===== src/rtl/rate_tick_gen.sv =====
// Programmable rate generator: one-cycle tick at SLOW_PERIOD >> level, level stepped by up/down buttons.
// Optional square-wave output on rate_sq is built when SQUARE_EN is defined.
module rate_tick_gen #(
    parameter int unsigned SLOW_PERIOD = 800_000_000,
    parameter int unsigned LEVELS      = 10,
    parameter int unsigned RESET_LEVEL = 4,
    parameter int unsigned CNT_W       = 30
) (
    input  logic       CLOCK_50,
    input  logic       reset,
    input  logic       en,
    input  logic       spdUp,
    input  logic       spdDown,
    output logic       rate_clk,
    output logic [3:0] level,
    output logic [6:0] HEX5,
    output logic       rate_sq
);

    localparam logic [3:0]       MAX_LEVEL  = 4'(LEVELS - 1);
    localparam logic [3:0]       INIT_LEVEL = 4'(RESET_LEVEL);
    localparam logic [CNT_W-1:0] SLOW_CNT   = CNT_W'(SLOW_PERIOD);
    localparam logic [CNT_W-1:0] CNT_ONE    = CNT_W'(1);

    logic [2:0]       up_pipe;
    logic [2:0]       dn_pipe;
    logic             up_edge;
    logic             dn_edge;
    logic [3:0]       next_level;
    logic             level_change;
    logic [CNT_W-1:0] count;
    logic [CNT_W-1:0] period;
    logic [CNT_W-1:0] period_last;
    logic             tick_set;

    // Bits [1:0] synchronise the button, bit [2] is the previous synchronised value.
    always_ff @(posedge CLOCK_50) begin
        if (reset) begin
            up_pipe <= 3'b000;
            dn_pipe <= 3'b000;
        end else begin
            up_pipe <= {up_pipe[1:0], spdUp};
            dn_pipe <= {dn_pipe[1:0], spdDown};
        end
    end

    assign up_edge = up_pipe[1] & ~up_pipe[2];
    assign dn_edge = dn_pipe[1] & ~dn_pipe[2];

    // A saturated request is not a change, so it leaves the counter running.
    always_comb begin
        next_level   = level;
        level_change = 1'b0;
        if (up_edge && !dn_edge) begin
            if (level != MAX_LEVEL) begin
                next_level   = level + 4'd1;
                level_change = 1'b1;
            end
        end else if (dn_edge && !up_edge) begin
            if (level != 4'd0) begin
                next_level   = level - 4'd1;
                level_change = 1'b1;
            end
        end
    end

    assign period      = SLOW_CNT >> level;
    assign period_last = period - CNT_ONE;
    assign tick_set    = en && !level_change && (count == period_last);

    always_ff @(posedge CLOCK_50) begin
        if (reset) begin
            level    <= INIT_LEVEL;
            count    <= '0;
            rate_clk <= 1'b0;
        end else begin
            level <= next_level;
            if (level_change) begin
                count    <= '0;
                rate_clk <= 1'b0;
            end else if (tick_set) begin
                count    <= '0;
                rate_clk <= 1'b1;
            end else if (en) begin
                count    <= count + CNT_ONE;
                rate_clk <= 1'b0;
            end else begin
                rate_clk <= 1'b0;
            end
        end
    end

`ifdef SQUARE_EN
    logic sq_q;

    always_ff @(posedge CLOCK_50) begin
        if (reset || level_change) begin
            sq_q <= 1'b0;
        end else if (tick_set) begin
            sq_q <= ~sq_q;
        end
    end

    assign rate_sq = sq_q;
`else
    assign rate_sq = 1'b0;
`endif

    // Active-low hex glyphs, bit0 = segment a.
    always_comb begin
        HEX5 = 7'b1111111;
        case (level)
            4'h0: HEX5 = 7'b1000000;
            4'h1: HEX5 = 7'b1111001;
            4'h2: HEX5 = 7'b0100100;
            4'h3: HEX5 = 7'b0110000;
            4'h4: HEX5 = 7'b0011001;
            4'h5: HEX5 = 7'b0010010;
            4'h6: HEX5 = 7'b0000010;
            4'h7: HEX5 = 7'b1111000;
            4'h8: HEX5 = 7'b0000000;
            4'h9: HEX5 = 7'b0010000;
            4'hA: HEX5 = 7'b0001000;
            4'hB: HEX5 = 7'b0000011;
            4'hC: HEX5 = 7'b1000110;
            4'hD: HEX5 = 7'b0100001;
            4'hE: HEX5 = 7'b0000110;
            4'hF: HEX5 = 7'b0001110;
            default: HEX5 = 7'b1111111;
        endcase
    end

endmodule


===== config.mk =====
export PLATFORM = sky130hd
export DESIGN_NAME = rate_tick_gen
export DESIGN_NICKNAME = d
export VERILOG_FILES = /design/src/rtl/rate_tick_gen.sv
export SDC_FILE = /design/constraint.sdc
export NUM_CORES = 1
export LEC_CHECK = 0
export ABC_AREA = 0
export CORE_ASPECT_RATIO = 1.4
export CORE_MARGIN = 8
export CORE_UTILIZATION = 35
export CTS_CLUSTER_SIZE = 16
export DETAILED_ROUTE_END_ITERATION = 8
export GPL_TIMING_DRIVEN = 0
export PLACE_DENSITY = 0.63
export SLEW_MARGIN = 20
export SYNTH_ARGS = -nofsm -noshare
export SYNTH_HDL_FRONTEND = slang
export SYNTH_SLANG_ARGS = --single-unit

===== constraint.sdc =====
create_clock -name CLOCK_50 -period 3.6 [get_ports CLOCK_50]
set_clock_uncertainty 0.1 [all_clocks]
set_input_delay 0.54 -clock CLOCK_50 [delete_from_list [all_inputs] [get_ports CLOCK_50]]
set_output_delay 0.54 -clock CLOCK_50 [all_outputs]
set_load 0.03 [all_outputs]

# Word-level counts from Yosys, hierarchy flattened
# Memories as Yosys holds them, arrays and structs flattened. A register that Yosys moved wholly into a read port is not among the register bits.
# Cells that the tools add are included.
dict set report word_totals {
  wordCells 42
  ff_bits 41
  n_memories 1
  rom_bits 112
  in_bits 5
}
dict set report op_classes {
  bitwise 4
  eq_ne 3
  n_mux 11
  addsub 4
  n_reduce_logical 13
  n_shift 1
}
# name depth word_bits read_ports rd_clocked_by_memory_dff write_ports line_no
set mem_list {}
lappend mem_list {{(name not given)} 16 7 1 1 0 112} ;# case (level)
# op n
set ops {}
lappend ops {{30-bit by 1-bit adder with 30-bit output, second input constant} 1}
lappend ops {{30-bit equality test} 1}
lappend ops {{30-bit by 4-bit >> shifter with 30-bit output, first input constant} 1}
lappend ops {{30-bit by 1-bit subtractor with 30-bit output, second input constant} 1}
lappend ops {{4-bit two-way mux} 6}
lappend ops {{1-bit two-way mux} 5}
lappend ops {{4-bit by 1-bit adder with 4-bit output, second input constant} 1}
lappend ops {{1-bit logical AND} 4}
lappend ops {{4-bit inequality test, second input constant} 1}
lappend ops {{2-bit nonzero test} 2}
lappend ops {{4-bit nonzero test} 1}
lappend ops {{4-bit by 1-bit subtractor with 4-bit output, second input constant} 1}
lappend ops {{1-bit logical NOT} 3}
lappend ops {{3-bit AND reduction} 1}
lappend ops {{3-bit OR reduction} 1}
lappend ops {{1-bit AND} 2}
lappend ops {{2-bit by 1-bit inequality test with 1-bit output, second input constant} 1}
lappend ops {{1-bit inverter} 2}
lappend ops {{2-bit OR reduction} 1}

# Logic depth before layout (Yosys ltp)
dict set report depth {
  ltp_word 10
  depth_mapped 14
  mapped_depth_nobuf 12
}

# Worst setup path after synthesis
# Ideal clock, no wire load.
dict set report synth_timing {
  kind {register to register}
  startpoint {reg level[2]}
  endpoint {reg count[13]}
  setup_ns 0.118
  required_ns 3.382
  arrival_ns 2.926
  stages_incl_launch_ff 15
  path_slack_ns 0.456
  cell_sequence {dfxtp_1 -> buf_2 -> buf_2 -> nor2_1 -> o21ai_0 -> ha_1 -> buf_2 -> xnor2_1 -> xnor2_1 -> o41ai_1 -> o22ai_1 -> nor4_1 -> o2111a_2 -> buf_4 -> nor3b_1}
}
dict set report synth_between {
  elab_chain_cells 8
  word_cells_on_any_way 13
  cone_classes {add/sub: 1; eq/ne: 2; shift: 1; mux: 4; reduce/logical: 5}
}
# item line_no
set synth_rtl {}
lappend synth_rtl {{start, declared} 15} ;# output logic [3:0] level,
lappend synth_rtl {{start signal, assigned} 77} ;# level <= next_level;
lappend synth_rtl {{parallel branches: the longest is 7 deep, another holds 30-bit by 1-bit subtractor with 30-bit output} -}
lappend synth_rtl {{3-bit OR reduction (no line) (*)} -}
lappend synth_rtl {{end signal, assigned} 85} ;# count <= count + CNT_ONE;
lappend synth_rtl {{end, declared} 31} ;# logic [CNT_W-1:0] count;
# Every way passes the cells marked *.
# A chain may end at the register's enable or synchronous reset.

# Worst setup path in the final report
dict set report layout_timing {
  startpoint {reg level[0]}
  endpoint {reg count[29]}
}
# Same word-level chain as after synthesis.

==> qor.yml <==
placed_design:
  place_congestion: 0.931
  dp.cells: 630
  place_hpwl_um: 7940
  io_buffers: 15
final_layout:
  diodes: 0
  fin_cells: 639
  area_growth_pct: 14.8
  drive_gt1_frac: 0.0933
  nFillCells: 1067
  layout.nets: 522
yosys:
  yosysWarningCount: 0
  synthDistinctLibCells: 61
  synth_adder_area_share: 0.0516
  synth_compound_area_frac: 0.198
  avgSynthCellArea_um2: 7.37
  syn_inst: 480
  synth-seq-cells: 48
  synth_area_leaders: "dfxtp_1, nor2_1, xnor2_1, nand2_1, ha_1"
  yosys.area_share.simple: 0.283
  synth_top_family_by_area: "simple AND/OR/NAND/NOR gates"
  ys_seq_area_frac: 0.272
  synth.top_cell.area_share: 0.272
  synth_xor_area_frac: 0.109
  synth_edf_count: 0
  synthFlopType: "dfxtp_1"
  syn_nets: 499
  async_flop_share: 0
  synthMuxAreaShare: 0.0141
  mappedNetlistArea_um2: 3540
  yosysTopAreaCell: "dfxtp_1"
detailed_routing:
  via_per_inst: 5.54
  dr.pass1.iters: 7
  num_vias: 3543
  wl_um: 10500
  antenna_left: 0
  wl_per_cell_um: 16.5
  drc: 0
  dr.first_iter.drc_count: 351
grt:
  grt_antenna_before_repair: 0
  globalRouteOverflowTotal: 0
  grt.total_usage: 0.160
  grt_max_degree: 16
  grt_pass1_wl_um: 17100
  grt_pass1_vias: 3293
die:
  die_x_um: 101
  initial_utilization: 0.357
  core_area_um2: 9900
  die_area_um2: 13600
  die_height_um: 135
  pin_count: 18
  row_count: 43
flow_run:
  cap_violations: 0
clock_network:
  numCtsBuffers: 5
  clk_path_buf_depth: 2
  root_buffer: "clkbuf_16"
  cts_hold_buf: 0
  h-tree-depth: 2
  clock_latency_ns: 0.30
  cts_tree: "built"
  cts_sinks: 48
  path_clk_slew_ns: 0.07
sta:
  drv_slew: 0
  hold_viol_final: 0
  min_period_ns: 3.43
  period_share: 0.954
  relSlewSlack: 0.343
  tightestPinTransition_ns: 0.976
  setup_viol: 0
  clock.fmax_ghz: 0.291
worst_setup_path:
  regToRegStartpoint: "level[0]"
  cp_max_fo: 10
  rr_worst_depth: 14
  cp.required_ns: 3.69
  crit_type: "reg -> reg"
  start_kind: "flip-flop"
  arrival_ns: 3.52
  crit_path_end_kind: "flip-flop"
  rrSetupSlack_ns: 0.17
  timing.rr.end: "count[29]"
min_path:
  holdPathStages: 1
  min_path_type: "reg -> reg"
  min_to: "dn_pipe[1]"
  hp-start: "dn_pipe[0]"
power:
  power_mw: 1.46
  p_leak_nw: 1.56
  power.density_nw_per_um2: 359
  ir_worst_vdd_mv: 0.218
status:
  status: "complete, no violations"
worst max-delay path, stage by stage (launching register included):
cell	delay, ns
dfxtp_1	0.35
buf_4	0.19
buf_4	0.19
nor2_2	0.20
o21ai_0	0.13
ha_1	0.21
clkbuf_4	0.21
xnor2_2	0.24
xnor2_1	0.11
o41ai_2	0.30
o22ai_1	0.16
nor4_2	0.34
o2111a_2	0.32
buf_4	0.19
nor2_1	0.07
power by group:
part / leakage [nW] / switching, mW / internal [mW]
Sequential: 0.390 / 0.0127 / 0.556
Combinational: 1.10 / 0.250 / 0.149
Clock: 0.0772 / 0.214 / 0.278
Total: 1.56 / 0.476 / 0.983
cells in the final DEF (no fill, tap or decap), drive strengths merged, types with 3 or more instances in the layout:
cell           count
mux2i              5
nor3              13
nand2b             6
and3               6
xnor2             26
a21oi             16
buf               24
nor4               3
nand3             13
nor3b              6
a21o               3
ha                13
or3                3
xor2              18
o221ai             5
inv               17
nor2b             13
nand4             10
a31oi              5
nor2              65
nand2             54
and4               3
a22oi              3
o211ai             5
and2               4
o21ai             29
a211oi             5
o22ai              5
a221oi             4
clkdlybuf4s50     15
dfxtp             48
clkbuf            25
layer usage:
| metal | GRT usage | wire [µm] |
|---|---|---|
| met5 | 0 | 0 |
| met3 | 0.0268 | 458 |
| met4 | 0.0981 | 420 |
| met2 | 0.269 | 5310 |
| met1 | 0.183 | 4350 |
registers in the layout (all words and copies together) (netlist names):
| signal | flops |
|---|---|
| HEX5 | 7 |
| count | 30 |
| dn_pipe | 3 |
| level | 4 |
| rate_clk | 1 |
| up_pipe | 3 |
cell usage after synthesis, drive strengths merged, types with 3 or more instances:
cell and count:
nand4 10, a211oi 5, xor2 18, nor3b 6
o21ai 29, and3 6, clkbuf 18, buf 24
and2 4, a22oi 3, and4 3, o22ai 5
nor3 13, a21oi 16, o211ai 5, inv 16
nand3 13, ha 13, nand2b 6, a21o 3
or3 3, dfxtp 48, mux2i 5, nor4 3
o221ai 5, xnor2 26, nand2 54, nor2b 13
nor2 65, a221oi 4, a31oi 5
through the flow:
step | cell area (µm²) | utilization | TNS (ns) | worst slack (ns) | hold slack, ns
floorplan | 3540 | - | 0 | 0.456 | 0.314
global placement | 3860 | 0.390 | -6.80 | -0.235 | 0.315
detailed placement | 3860 | 0.390 | -7.81 | -0.269 | 0.322
CTS | 4030 | 0.407 | 0 | 0.0302 | 0.338
global route | 4060 | 0.410 | -0.135 | -0.0206 | 0.359
finish | 4060 | 0.410 | 0 | 0.167 | 0.334
layout make-up:
type | instances | area (µm²) | share of cell area
multi-input cells | 374 | 2350 | 0.580
flip-flops and latches | 48 | 962 | 0.237
plain buffers | 42 | 205 | 0.0505
well taps | 135 | 169 | 0.0416
repair buffers | 16 | 158 | 0.0388
clock buffers | 6 | 139 | 0.0342
inverters | 16 | 60.1 | 0.0148
clock inverters | 2 | 13.8 | 0.00339
how the worst max path moves through the flow:
| stage | end | start | depth (start not counted) |
|---|---|---|---|
| finish | count[29] | level[0] | 14 |
| global route | count[13] | level[0] | 14 |
| CTS | count[29] | level[0] | 14 |
| detailed placement | count[13] | level[2] | 14 |
| floorplan | count[13] | level[2] | 14 |
| global placement | count[24] | level[2] | 14 |
logic make-up after synthesis:
family | count (synthesis)
mux | 5
compound gates | 102
flops | 48
xor+xnor | 44
fa+ha+maj | 14
buf+inv | 58
other cells | 1
simple gates | 208
repair_timing:
item	4_1_cts	5_1_grt
setup buffers	0	1
gates resized for setup	5	9
endpoints found under the setup margin	31	32
No activity file was read; power rests on OpenSTA's default activity.
